### config.mk
export PLATFORM = sky130hd
export DESIGN_NAME = mem_access_unit
export DESIGN_NICKNAME = d
export VERILOG_FILES = /design/src/rtl/mem_access_unit.sv
export SDC_FILE = /design/constraint.sdc
export NUM_CORES = 1
export LEC_CHECK = 0
export ABC_AREA = 1
export CAP_MARGIN = 10
export CORE_UTILIZATION = 48
export DETAILED_ROUTE_END_ITERATION = 10
export PLACE_DENSITY = 0.86
export SLEW_MARGIN = 20
export SYNTH_ARGS = -nofsm -noshare
export SYNTH_HDL_FRONTEND = slang
export SYNTH_SLANG_ARGS = --single-unit
### constraint.sdc
create_clock -name clk -period 4.45 [get_ports clk]
set_input_delay 0.445 -clock clk [delete_from_list [all_inputs] [get_ports clk]]
set_output_delay 0.445 -clock clk [all_outputs]
set_load 0.01 [all_outputs]
### src/rtl/mem_access_unit.sv
// Memory-stage load/store unit: drives a req/ack data bus, does lane select and extension, stalls until ack.
// Optional MEM_ALIGN_TRAP_EN: misaligned half/word accesses fault without issuing a bus request.
module mem_access_unit #(
  parameter int unsigned TIMEOUT_CYC = 255
) (
  input  logic        clk,
  input  logic        rst,
  input  logic        valid_in,
  input  logic [31:0] alu_res,
  input  logic [31:0] store_data,
  input  logic [4:0]  dst_reg,
  input  logic        mem_rd,
  input  logic        mem_wr,
  input  logic [1:0]  mem_size,
  input  logic        mem_sext,
  input  logic        mem2reg_in,
  input  logic        regwr_in,
  output logic        stall,
  output logic        bus_req,
  output logic        bus_we,
  output logic [31:0] bus_addr,
  output logic [31:0] bus_wdata,
  output logic [3:0]  bus_be,
  input  logic [31:0] bus_rdata,
  input  logic        bus_ack,
  output logic [31:0] rdata_out,
  output logic [31:0] alu_out,
  output logic [4:0]  dst_out,
  output logic        mem2reg_out,
  output logic        regwr_out,
  output logic        err
);
  typedef enum logic [1:0] {IDLE, REQ, DONE} state_t;

  typedef struct packed {
    logic       ld;
    logic [1:0] size;
    logic       sext;
    logic [1:0] lane;
  } op_t;

  localparam logic [15:0] TO_LAST = 16'(TIMEOUT_CYC - 1);

  state_t      state;
  op_t         op_q;
  logic [15:0] cnt;
  logic [31:0] rdata_q;
  logic        err_q;

  logic        access;
  logic        misalign;
  logic [31:0] wdata_n;
  logic [3:0]  be_n;
  logic [31:0] rd_sh;
  logic [31:0] ld_ext;

  assign access = valid_in & (mem_rd | mem_wr);

`ifdef MEM_ALIGN_TRAP_EN
  assign misalign = ((mem_size == 2'b01) & alu_res[0]) |
                    (mem_size[1] & (alu_res[1:0] != 2'b00));
`else
  assign misalign = 1'b0;
`endif

  // Store data replicated into every lane; enables pick the live lanes.
  always_comb begin
    wdata_n = store_data;
    be_n    = 4'b1111;
    case (mem_size)
      2'b00: begin
        wdata_n = {4{store_data[7:0]}};
        be_n    = 4'b0001 << alu_res[1:0];
      end
      2'b01: begin
        wdata_n = {2{store_data[15:0]}};
        be_n    = alu_res[1] ? 4'b1100 : 4'b0011;
      end
      default: ;
    endcase
  end

  assign rd_sh = bus_rdata >> {op_q.lane, 3'b000};

  always_comb begin
    ld_ext = bus_rdata;
    case (op_q.size)
      2'b00: ld_ext = {{24{op_q.sext & rd_sh[7]}}, rd_sh[7:0]};
      2'b01: ld_ext = op_q.lane[1] ? {{16{op_q.sext & bus_rdata[31]}}, bus_rdata[31:16]}
                                   : {{16{op_q.sext & bus_rdata[15]}}, bus_rdata[15:0]};
      default: ;
    endcase
  end

  always_ff @(posedge clk or negedge rst) begin
    if (!rst) begin
      state     <= IDLE;
      op_q      <= '0;
      cnt       <= '0;
      rdata_q   <= '0;
      err_q     <= 1'b0;
      bus_req   <= 1'b0;
      bus_we    <= 1'b0;
      bus_addr  <= '0;
      bus_wdata <= '0;
      bus_be    <= '0;
    end else begin
      case (state)
        IDLE: if (access) begin
          op_q <= '{ld: ~mem_wr, size: mem_size, sext: mem_sext, lane: alu_res[1:0]};
          cnt  <= '0;
          if (misalign) begin
            err_q <= 1'b1;
            state <= DONE;
          end else begin
            bus_req   <= 1'b1;
            bus_we    <= mem_wr;
            bus_addr  <= {alu_res[31:2], 2'b00};
            bus_wdata <= mem_wr ? wdata_n : 32'h0;
            bus_be    <= be_n;
            state     <= REQ;
          end
        end
        REQ: begin
          cnt <= cnt + 16'd1;
          // An ack in the final allowed cycle still completes normally.
          if (bus_ack || (TIMEOUT_CYC != 0 && cnt == TO_LAST)) begin
            rdata_q   <= (bus_ack && op_q.ld) ? ld_ext : 32'h0;
            err_q     <= ~bus_ack;
            bus_req   <= 1'b0;
            bus_we    <= 1'b0;
            bus_addr  <= '0;
            bus_wdata <= '0;
            bus_be    <= '0;
            state     <= DONE;
          end
        end
        DONE: begin
          rdata_q <= '0;
          err_q   <= 1'b0;
          cnt     <= '0;
          state   <= IDLE;
        end
        default: state <= IDLE;
      endcase
    end
  end

  always_comb begin
    regwr_out = 1'b0;
    case (state)
      IDLE:    regwr_out = regwr_in & ~access;
      DONE:    regwr_out = regwr_in & ~err_q;
      default: regwr_out = 1'b0;
    endcase
    regwr_out = regwr_out & rst;
  end

  assign stall       = rst & (((state == IDLE) & access) | (state == REQ));
  assign rdata_out   = rdata_q;
  assign err         = err_q;
  assign alu_out     = alu_res;
  assign dst_out     = dst_reg;
  assign mem2reg_out = mem2reg_in;
endmodule

# After elaboration in Yosys (flattened, before gate mapping)
# Cells that the tools add are included.
[word_totals]
ff_bits = 127
in_bits = 112
out_inout_bits = 143
elab_cells = 81
[classes]
add_sub_neg = 1
eq_ne = 7
shifts = 2
muxes = 30
n_bitwise = 15
reduce_logical = 13
[op_table]
columns = ["op", "count"]
rows = [
  ["case mux 32 bit (2 select lines)", 5],
  ["2-to-1 mux 32 bit", 7],
  ["case mux 16 bit (3 select lines)", 1],
  ["right shift 32 x 5 -> 8 bit", 1],
  ["adder 16 x 1 -> 16 bit, second input constant", 1],
  ["== test 16 x 8 -> 1 bit, second input constant", 1],
  ["2-to-1 mux 16 bit", 1],
  ["case mux 4 bit (2 select lines)", 2],
  ["2-to-1 mux 4 bit", 3],
  ["bitwise AND 1 bit", 9],
  ["case mux 1 bit (2 select lines)", 4],
  ["AND reduction 2 bit", 4],
  ["== test 2 x 1 -> 1 bit, second input constant", 3],
  ["logical NOT 2 bit", 3],
  ["2-to-1 mux 1 bit", 4],
  ["2-to-1 mux 2 bit", 2],
  ["inequality test 2 bit, second input constant", 2],
  ["NOT 1 bit", 4],
  ["case mux 2 bit (2 select lines)", 1],
  ["nonzero test 2 bit", 2],
  ["left shift 1 x 2 -> 4 bit, first input constant", 1],
  ["AND reduction 3 bit", 1],
  ["nonzero test 3 bit", 1],
  ["== test 2 bit, second input constant", 1],
  ["other kinds (3)", 4],
]

# Logic depth before layout (Yosys ltp)
[depth]
depth_word = 6
depth_mapped = 11
ltp_nobuf = 10

# Least setup slack after synthesis
# OpenSTA, ideal clock, no wires.
[synth_path]
path_kind = "input-to-output"
start = "input port mem_wr"
end = "output port regwr_out"
arrival_time_ns = 1.051
required_ns = 4.005
slack_ns = 2.954
path_stages = 4
n_path_buf = 0
path_cell_list = "or2_1 > nand3_1 > nand4_1 > a21oi_1"
[synth_via]
elab_chain_cells = 6
[synth_rtl]
columns = ["item", "line_no", "rtl"]
rows = [
  ["start, declared", "13", "input logic mem_wr,"],
  ["OR 1 bit", "57", "assign access = valid_in & (mem_rd | mem_wr);"],
  ["bitwise AND 1 bit", "57", ""],
  ["NOT 1 bit", "152", "IDLE: regwr_out = regwr_in & ~access;"],
  ["bitwise AND 1 bit", "152", ""],
  ["case mux 1 bit (2 select lines)", "151", "case (state)"],
  ["bitwise AND 1 bit", "156", "regwr_out = regwr_out & rst;"],
  ["end, declared", "30", "output logic regwr_out,"],
]
# No other way between the ends.

# Worst setup path in the final report
[layout_path]
start = "register state[0]"
end = "output port stall"
[layout_via]
elab_chain_cells = 4
elab_cells_between_ends = 5
classes_between = "eq/ne: 1; bitwise: 3; reduce/logical: 1"
[layout_rtl]
columns = ["item", "line_no", "rtl"]
rows = [
  ["start, declared", "44", "state_t state;"],
  ["start signal, assigned", "97", "state <= IDLE;"],
  ["start signal, assigned", "114", "state <= DONE;"],
  ["start signal, assigned", "121", "state <= REQ;"],
  ["logical NOT 2 bit", "159", "assign stall = rst & (((state == IDLE) & access) | (state == REQ));"],
  ["bitwise AND 1 bit", "159", ""],
  ["OR 1 bit *", "159", ""],
  ["bitwise AND 1 bit *", "159", ""],
  ["end, declared", "18", "output logic stall,"],
]
# Mark *: on every way between the ends. The rest lies on a longest branch, timed or not.

==> flow_summary.json <==
{
  "crit_path_end_kind": "output port",
  "die_y_um": 120,
  "io_pins": 255,
  "r2r_slack_ns": 2.03,
  "worst_slew_pin_slew_ns": 1.02,
  "fin_crit_ns": 2.61,
  "wl_met3_um": 1730,
  "startpoint_type": "flip-flop",
  "p_per_area_nw_per_um2": 525,
  "r2r_start": "cnt[0]",
  "drtPass1Iterations": 5,
  "totalWireLength_um": 20000,
  "hold_viol_final": 0,
  "yosys.area.top_type": "dfrtp_1",
  "fin_cells": 1208,
  "grt_first_pass_wirelength_um": 31800,
  "numClockSinks": 125,
  "path_max_fanout": 16,
  "synth_cell_type_count": 34,
  "dr.first_iter.drc_count": 446,
  "coreArea_um2": 13500,
  "vias": 6559,
  "wl_met2_um": 9860,
  "rsz0062_at_grt": "no",
  "p_leak_nw": 4.41,
  "grt_max_degree": 85,
  "ir_drop_mv": 0.311,
  "place_worst_setup_slack_ns": 1.71,
  "drt-met1-wl_um": 7740,
  "antennaDiodeCount": 0,
  "via_per_inst": 5.43,
  "die_area_um2": 14400,
  "drive_gt1_frac": 0.0969,
  "fin_nets": 1133,
  "max_freq_ghz": 0.383,
  "portBuffers": 240,
  "fp.dieW_um": 120,
  "hold_path_class": "in2async",
  "clockBufferDepth": 2,
  "placed_cells": 1175,
  "drc": 0,
  "insertion_delay_ns": 0.42,
  "finalMaxSlewViolations": 0,
  "htreeDepth": 4,
  "critPathSlowestCell": "clkdlybuf4s50_1",
  "required_ns": 4.01,
  "synth.area.top_cells": "dfrtp_1 47%, nand2_1 12%, nand3_1 8.1%, buf_4 5.3%, nand3_2 4.5%",
  "grt_use_total": 0.287,
  "drtAntennaViolNets": 0,
  "numCtsBuffers": 17,
  "dpl.hpwl_um": 13900,
  "synth_seq_area_share": 0.467,
  "area_delta_synth_final_pct": 40.6,
  "ys_async_sr_fraction": 1.00,
  "drv_cap": 0,
  "synth_area_um2": 6700,
  "synth-edff-count": 0,
  "start_util": 0.498,
  "crit_chain": "inv_2, nor2_4, inv_2, a21boi_0, clkdlybuf4s50_1",
  "max_stage_delay_ns": 0.56,
  "gr-total-overflow": 0,
  "top_layer_used": "met4",
  "ys_ff_latch": 125,
  "clkTransAtPathRegs_ns": 0.05,
  "synth_top_area_frac": 0.467,
  "final.setup.tns_ns": 0,
  "wl_per_cell_um": 16.6,
  "r2r_end": "bus_addr[29]",
  "layout_commonest_cell": "clkdlybuf4s50_1",
  "ys_warn_count": 0,
  "grt_pass1_vias": 6310,
  "fin_crit_sh": 0.586,
  "antenna_found_initial": 0,
  "place.gp.congestion": 0.896,
  "cts_tree": "done",
  "finalSetupViolations": 0,
  "mostFrequentLayoutCells": "239 x clkdlybuf4s50_1, 218 x nand2_1, 125 x dfrtp_1, 109 x nand3_1",
  "finalClockSkew_ns": 0.00710,
  "rr_worst_depth": 10,
  "syn_area_per_cell_um2": 8.01,
  "syn_inst": 837,
  "critical_path_arrival_ns": 2.16,
  "fp-row-count": 42,
  "status": "finished, final reports clean",
  "post_cts_resized": 0,
  "max-slew-margin-rel": 0.319,
  "path_class": "reg2out",
  "root_buffer": "clkbuf_16",
  "critPathMostFrequentCell": "inv_2",
  "synth_flop_cell": "dfrtp_1",
  "setup_ws_ns": 1.84
}
==> cell type report <==
cell class | instances | area [µm²]
inverters | 54 | 203
flip-flops and latches | 125 | 3130
clock buffers | 19 | 443
repair buffers | 246 | 2450
fillers | 1043 | 4030
well taps | 176 | 220
clock inverters | 13 | 166
multi-input cells | 575 | 2810
==> cells by family (layout without fill, tap and decap cells) <==
logic type,after synthesis,after routing,share of synthesized area
adders and majority gates,2,2,0.00373
AOI/OAI and AO/OA,119,119,0.0943
xor gates and xnor gates,1,1,0.00131
and+or+nand+nor,451,451,0.319
DFF,125,125,0.467
other,1,2,0.000559
buffers and inverters,138,332,0.115
==> per-stage QoR <==
step	utilization	power (W)	hold WS (ns)	instance area [µm²]
2_1_floorplan	-	0.00260	0.149	6710
3_3_place_gp	0.654	0.00349	0.370	8800
3_5_place_dp	0.654	0.00353	0.372	8800
4_1_cts	0.700	0.00497	0.471	9420
5_1_grt	0.700	0.00521	0.500	9420
6_report	0.700	0.00495	0.473	9420
==> sequential cells by signal, summed over array words and instances, names as in the netlist <==
name,cells
err,1
bus_be,4
cnt,16
bus_addr,30
op_q,6
bus_we,1
rdata_out,32
bus_req,1
state,2
bus_wdata,32
==> power by group <==
group	internal, W	total, W	switching (W)
combinational	0.000906	0.00180	0.000898
sequential	0.00147	0.00172	0.000256
clock	0.000897	0.00142	0.000525
total	0.00327	0.00495	0.00168
==> worst max-delay path, delay by kind of cell (launching register included) <==
family | cells | cell delay (ns)
buffers and inverters | 3 | 0.82
flip-flops | 1 | 0.36
AND/OR/NAND/NOR | 1 | 0.34
AO/OA/AOI/OAI | 1 | 0.22
==> how the worst max path moves through the flow <==
stage,start,end,slack (ns),cells after the start
final,state[0],stall,1.84,5
after global routing,state[0],stall,1.67,5
after CTS,state[0],stall,1.82,5
after detailed placement,mem_wr,bus_wdata[4],1.71,7
after global placement,mem_wr,bus_wdata[1],1.78,7
after floorplan,mem_wr,regwr_out,2.95,4
==> synth_stat cells, types with 8 or more instances <==
cell and instances:
nand2_1 218, dfrtp_1 125, nand3_1 109, nor2_1 54, o21ai_0 54, inv_1 48
buf_4 47, a21oi_1 35, nand3_2 30, clkbuf_1 17, or2_2 15, o21ai_1 12
buf_2 11, buf_6 8
==> metal layers <==
| layer | GRT usage | vias to the layer above |
|---|---|---|
| met5 | 0 | - |
| met2 | 0.474 | 320 |
| met4 | 0.130 | 0 |
| li1 | - | 3075 |
| met3 | 0.0877 | 53 |
| met1 | 0.342 | 3111 |
==> what timing repair did <==
item	4_1_cts	5_1_grt
endpoints found under the hold margin	23	0
hold buffers	1	0
setup buffers	0	0
(Power assumes the default switching activity.)
